## src/rtl/mat_tile_loader.sv

```systemverilog
// ---------------------------------------------------------------------------
// mat_tile_loader
//   Producer side of the matrix-multiply operand interface. On start, fetches
//   num_tiles pairs of NxN signed tiles (A then B) one element at a time from a
//   word-serial read port. Each complete pair is presented on matrix_1 /
//   matrix_2 with a one-cycle valid_out strobe.
//
// Ports
//   clk, resetn        clock; asynchronous reset, asserted HIGH
//   start              begin a job (sampled only in IDLE)
//   base_a, base_b     element address of A/B tile 0, element [0][0]
//   num_tiles          number of tile pairs in the job
//   rd_req/rd_addr     read request; address stable while rd_req is high
//   rd_ready           request accepted on rd_req & rd_ready
//   rd_valid/rd_data   in-order read response, one outstanding read max
//   valid_out          one-cycle strobe, matrix_1/matrix_2 hold a full pair
//   matrix_1/matrix_2  A/B tile, packed [row][col][bit]
//   busy, done         job in progress / one-cycle completion pulse
// ---------------------------------------------------------------------------

// One tile element slot: loads rd_data when its lane is selected.
module mat_tile_elem #(
  parameter int W = 8
) (
  input  logic         clk,
  input  logic         resetn,
  input  logic         we,
  input  logic [W-1:0] d,
  output logic [W-1:0] q
);
  always_ff @(posedge clk or posedge resetn)
    if (resetn)  q <= '0;
    else if (we) q <= d;
endmodule

module mat_tile_loader #(
  parameter int W_IN   = 8,
  parameter int N      = 2,
  parameter int ADDR_W = 16,
  parameter int CNT_W  = 8
) (
  input  logic                  clk,
  input  logic                  resetn,
  input  logic                  start,
  input  logic [ADDR_W-1:0]     base_a,
  input  logic [ADDR_W-1:0]     base_b,
  input  logic [CNT_W-1:0]      num_tiles,
  output logic                  rd_req,
  output logic [ADDR_W-1:0]     rd_addr,
  input  logic                  rd_ready,
  input  logic                  rd_valid,
  input  logic [W_IN-1:0]       rd_data,
  output logic                  valid_out,
  output logic [N*N*W_IN-1:0]   matrix_1,
  output logic [N*N*W_IN-1:0]   matrix_2,
  output logic                  busy,
  output logic                  done
);
  localparam int NN    = N * N;
  localparam int IDX_W = (NN > 1) ? $clog2(NN) : 1;
  localparam logic [IDX_W-1:0]  IDX_LAST = IDX_W'(NN - 1);
  localparam logic [IDX_W-1:0]  IDX_ONE  = IDX_W'(1);
  localparam logic [CNT_W-1:0]  T_ONE    = CNT_W'(1);
  localparam logic [ADDR_W-1:0] A_ONE    = ADDR_W'(1);

  typedef enum logic [2:0] {
    S_IDLE, S_REQ_A, S_WAIT_A, S_REQ_B, S_WAIT_B, S_ISSUE, S_DONE
  } state_t;

  state_t             state;
  logic [IDX_W-1:0]   idx;
  logic [CNT_W-1:0]   t, nt;
  // Tiles are contiguous, so a running pointer equals base + t*N*N + idx
  // (wrapping modulo 2^ADDR_W) without a multiplier.
  logic [ADDR_W-1:0]  a_ptr, b_ptr;

  always_ff @(posedge clk or posedge resetn) begin
    if (resetn) begin
      state     <= S_IDLE;
      idx       <= '0;
      t         <= '0;
      nt        <= '0;
      a_ptr     <= '0;
      b_ptr     <= '0;
      rd_req    <= 1'b0;
      rd_addr   <= '0;
      valid_out <= 1'b0;
      busy      <= 1'b0;
      done      <= 1'b0;
    end else begin
      valid_out <= 1'b0;
      done      <= 1'b0;
      case (state)
        S_IDLE: if (start) begin
          nt    <= num_tiles;
          a_ptr <= base_a;
          b_ptr <= base_b;
          t     <= '0;
          idx   <= '0;
          if (num_tiles == '0) begin
            state <= S_DONE;
            done  <= 1'b1;
          end else begin
            state   <= S_REQ_A;
            busy    <= 1'b1;
            rd_req  <= 1'b1;
            rd_addr <= base_a;
          end
        end
        S_REQ_A: if (rd_ready) begin
          rd_req <= 1'b0;
          a_ptr  <= a_ptr + A_ONE;
          state  <= S_WAIT_A;
        end
        S_WAIT_A: if (rd_valid) begin
          rd_req <= 1'b1;
          if (idx == IDX_LAST) begin
            idx     <= '0;
            rd_addr <= b_ptr;
            state   <= S_REQ_B;
          end else begin
            idx     <= idx + IDX_ONE;
            rd_addr <= a_ptr;
            state   <= S_REQ_A;
          end
        end
        S_REQ_B: if (rd_ready) begin
          rd_req <= 1'b0;
          b_ptr  <= b_ptr + A_ONE;
          state  <= S_WAIT_B;
        end
        S_WAIT_B: if (rd_valid) begin
          if (idx == IDX_LAST) begin
            idx       <= '0;
            valid_out <= 1'b1;
            state     <= S_ISSUE;
          end else begin
            idx     <= idx + IDX_ONE;
            rd_req  <= 1'b1;
            rd_addr <= b_ptr;
            state   <= S_REQ_B;
          end
        end
        S_ISSUE: begin
          t <= t + T_ONE;
          if (t + T_ONE == nt) begin
            // busy drops so it is already low during the done cycle
            busy  <= 1'b0;
            done  <= 1'b1;
            state <= S_DONE;
          end else begin
            rd_req  <= 1'b1;
            rd_addr <= a_ptr;
            state   <= S_REQ_A;
          end
        end
        S_DONE:  state <= S_IDLE;
        default: state <= S_IDLE;
      endcase
    end
  end

  // Element idx = row*N + col lives at bits [idx*W_IN +: W_IN], giving the
  // [row][col][bit] packing. Slots only load in their WAIT state, so a stray
  // rd_valid elsewhere never disturbs the held tiles.
  logic [NN-1:0] we_a, we_b;

  generate
    for (genvar i = 0; i < NN; i++) begin : g_lane
      assign we_a[i] = (state == S_WAIT_A) && rd_valid && (idx == IDX_W'(i));
      assign we_b[i] = (state == S_WAIT_B) && rd_valid && (idx == IDX_W'(i));

      mat_tile_elem #(.W(W_IN)) u_a (
        .clk    (clk),
        .resetn (resetn),
        .we     (we_a[i]),
        .d      (rd_data),
        .q      (matrix_1[i*W_IN +: W_IN])
      );

      mat_tile_elem #(.W(W_IN)) u_b (
        .clk    (clk),
        .resetn (resetn),
        .we     (we_b[i]),
        .d      (rd_data),
        .q      (matrix_2[i*W_IN +: W_IN])
      );
    end
  endgenerate
endmodule

```

## config.mk

```make
export PLATFORM = sky130hd
export DESIGN_NAME = mat_tile_loader
export DESIGN_NICKNAME = d
export VERILOG_FILES = /design/src/rtl/mat_tile_loader.sv
export SDC_FILE = /design/constraint.sdc
export NUM_CORES = 1
export LEC_CHECK = 0
export CAP_MARGIN = 20
export CORE_UTILIZATION = 56
export CTS_CLUSTER_DIAMETER = 60
export CTS_CLUSTER_SIZE = 20
export DETAILED_ROUTE_END_ITERATION = 8
export PLACE_DENSITY = 0.92
export SLEW_MARGIN = 20
export SYNTH_ARGS = -nofsm -noshare
export SYNTH_HDL_FRONTEND = slang
export SYNTH_SLANG_ARGS = --single-unit
```

## constraint.sdc

```tcl
create_clock -name clk -period 8.3 [get_ports clk]
set_input_delay 0.83 -clock clk [delete_from_list [all_inputs] [get_ports clk]]
set_output_delay 0.83 -clock clk [all_outputs]
set_load 0.01 [all_outputs]
```

==> results.cfg <==
[final_layout]
final_area_um2 = 8771
nNetsFinal = 832
final_layout_size_suffix_gt1_frac = 0.1478
diodes = 0
syn_to_final_growth_pct = 28.39
fill_cells = 731
utilization = 0.7521

[outcome]
outcome = finished, final reports clean

[flow_run]
drv_cap = 0

[global_routing]
grt_use_total = 0.3356
grt_pass1_wl_mm = 32.06
gr-total-overflow = 0
antenna_found_initial = 0
grt_start_max_net_pins = 82
grt_pass1_vias = 6090

[critical_path]
crit_path_max_fanout = 20
arrival_ns = 3.26
critPathSlowestCell = and3b_1
end_kind = flop
max_stage_delay_ns = 0.78
cpMostUsedCell = nand2_1
rr_worst_depth = 6
start_kind = flop
crit_chain = and3b_1 -> nand2_1 -> nor3_1 -> nand2_1 -> nand3_1 -> o211ai_1
cp.required_ns = 8.61
crit_type = flop to flop

[synth]
postSynth.asyncResetShare = 1.000
ys_seq_area_frac = 0.5018
syn_inst = 644
synth_top_area_frac = 0.5018
synth_seq_cells = 137
synth_top_area_cell = dfrtp_1
syn_nets = 704
yosys-top-cells-area = dfrtp_1 (50%), mux2_2 (11%), nand2_1 (5.6%)
yosys_warnings = 0
post_synth.cell_area_avg_um2 = 10.61
synth_edf_count = 0
synthFlopType = dfrtp_1
synth_area_um2 = 6832
yosysUniqueCellTypes = 64

[detailed_routing]
viasPerCell = 6.531
wire_per_inst_um = 21.93
vias = 6061
dr.pass1.iters = 5
drt_iter0_markers = 832
drc = 0
wl_mm = 20.35
drtAntennaViolNets = 0

[sta]
finalHoldViolCount = 0
worst_pin_slew_ns = 0.8058
rsz0062_at_grt = false
slew_viol_final = 0
min_period_ns = 2.945
holdWs_ns = 0.4781
relSlewSlack = 0.4622
period_share = 0.3549
skew_ns = 0.01048
setup_viol = 0
clock.fmax_mhz = 339.5
tns_ns = 0

[cts]
cts_tree = built
cts_resized = 0
clkTransAtPathRegs_ns = 0.06
clkLatencyLatePin_ns = 0.44
clock-root-buffer = clkbuf_16
cts.sinks = 137
post-cts-setup-buffers = 0
post_cts_hold_buffer_count = 0
clockBufferDepth = 2
cts_made_buffers = 17
htreeDepth = 4

[floorplan]
num_rows = 39
die_h_um = 112.5
start_util = 0.5858
ios = 137
die-area_um2 = 12650
core_um2 = 11660
die_x_um = 112.5

[worst_hold_path]
min_path_type = flop to flop
hold_depth = 1

[power]
ir_drop_v = 0.0003032
p_leak_nw = 3.915
p_per_area_nw_per_um2 = 345.5

[placed_design]
dp_hpwl_mm = 13.43
placed_area_um2 = 8178
port_buffers = 136
gp_congestion = 0.9345
flip-flops by register name, summed over array words and instances (netlist names), 2 cells and up:
register / cells
rd_addr: 16
nt: 8
idx: 2
b_ptr: 16
state: 3
g_lane.u_b.q: 32
g_lane.u_a.q: 32
a_ptr: 16
t: 8
layout by cell type (no fill, tap or decap), types with 4 or more instances in the layout:
master / synthesis / routed
nand3_1: 24 / 24
nand2_1: 102 / 102
clkbuf_16: 0 / 17
clkdlybuf4s50_1: 0 / 136
dfrtp_1: 137 / 137
o21ai_0: 38 / 38
clkinvlp_4: 0 / 4
nor3_1: 8 / 8
nand2b_1: 5 / 5
a211oi_1: 4 / 4
a222oi_1: 16 / 16
nor2_1: 29 / 28
mux2_2: 65 / 65
ha_1: 7 / 7
inv_1: 21 / 20
nand4_1: 10 / 10
and3_1: 11 / 11
o31ai_1: 5 / 5
a31oi_1: 7 / 7
o211ai_1: 5 / 5
a21oi_1: 27 / 27
a32oi_1: 12 / 12
xor2_1: 5 / 5
mux2i_1: 21 / 21
logic make-up after synthesis:
logic type | count (synthesis) | share of synthesized area
and+or+nand+nor | 215 | 0.1515
AOI/OAI and AO/OA | 139 | 0.1407
DFF | 137 | 0.5018
muxes | 86 | 0.1379
buffers and inverters | 53 | 0.04634
xor gates and xnor gates | 7 | 0.008975
adders and majority gates | 7 | 0.01282
routing by layer:
layer,wire length [um],vias to the layer above,share of wire,GRT usage
met4,725,0,0.036,0.1520
met5,0,-,0,0
li1,-,2617,-,-
met2,10160,437,0.50,0.5656
met3,2182,75,0.11,0.1145
met1,7284,2932,0.36,0.3882
power by group:
part | internal (mW) | leakage, nW | switching, mW
clock | 0.452 | 0.276 | 0.311
sequential | 0.894 | 1.76 | 0.243
combinational | 0.544 | 1.88 | 0.586
total | 1.89 | 3.91 | 1.14
worst paths after layout:
check	startpoint	endpoint	slack (ns)
worst max-delay path	state[0]	b_ptr[12]	5.35
worst min-delay path	rd_req	rd_req	0.48
worst max register to register	state[0]	b_ptr[12]	5.35
worst min register to register	rd_req	rd_req	0.48
max in group asynchronous	resetn	g_lane[2].u_b.q[7]	6.27
min in group asynchronous	resetn	rd_addr[13]	0.86
per-stage QoR:
step | instances | setup WS (ns) | power [mW]
floorplan | 644 | 3.802 | 1.780
global placement | 895 | 5.169 | 2.147
detailed placement | 896 | 5.063 | 2.227
CTS | 928 | 5.467 | 3.012
global route | 928 | 5.175 | 3.172
finish | 928 | 5.355 | 3.030
critical path, delay by kind of cell (launching register included):
family | cells | cell delay (ns)
AO/OA/AOI/OAI | 1 | 0.09
flip-flops | 1 | 0.77
AND/OR/NAND/NOR | 5 | 1.95
Yosys cell counts, types with 3 or more instances:
| cell | instances |
|---|---|
| o2bb2ai_1 | 3 |
| o21ai_0 | 38 |
| clkbuf_8 | 3 |
| and3_1 | 11 |
| inv_1 | 21 |
| nand2b_1 | 5 |
| nand2_1 | 102 |
| nand3b_1 | 3 |
| o31ai_1 | 5 |
| a32oi_1 | 12 |
| nand3_1 | 24 |
| clkbuf_1 | 17 |
| dfrtp_1 | 137 |
| ha_1 | 7 |
| nor2_1 | 29 |
| o211ai_1 | 5 |
| o41ai_1 | 3 |
| nand4_1 | 10 |
| xor2_1 | 5 |
| nor3_1 | 8 |
| o22ai_1 | 3 |
| mux2_2 | 65 |
| mux2i_1 | 21 |
| a21oi_1 | 27 |
| a222oi_1 | 16 |
| a211oi_1 | 4 |
| a21o_1 | 3 |
| a31oi_1 | 7 |
cell type report:
type | count | area [um^2] | area share
clock inverters | 13 | 143.9 | 0.01641
clock buffers | 19 | 442.9 | 0.05050
inverters | 21 | 81.33 | 0.009272
multi-input cells | 454 | 3089 | 0.3522
flip-flops and latches | 137 | 3428 | 0.3909
well taps | 143 | 178.9 | 0.02040
repair buffers | 141 | 1406 | 0.1603
Power figures use the tool's default switching activity.
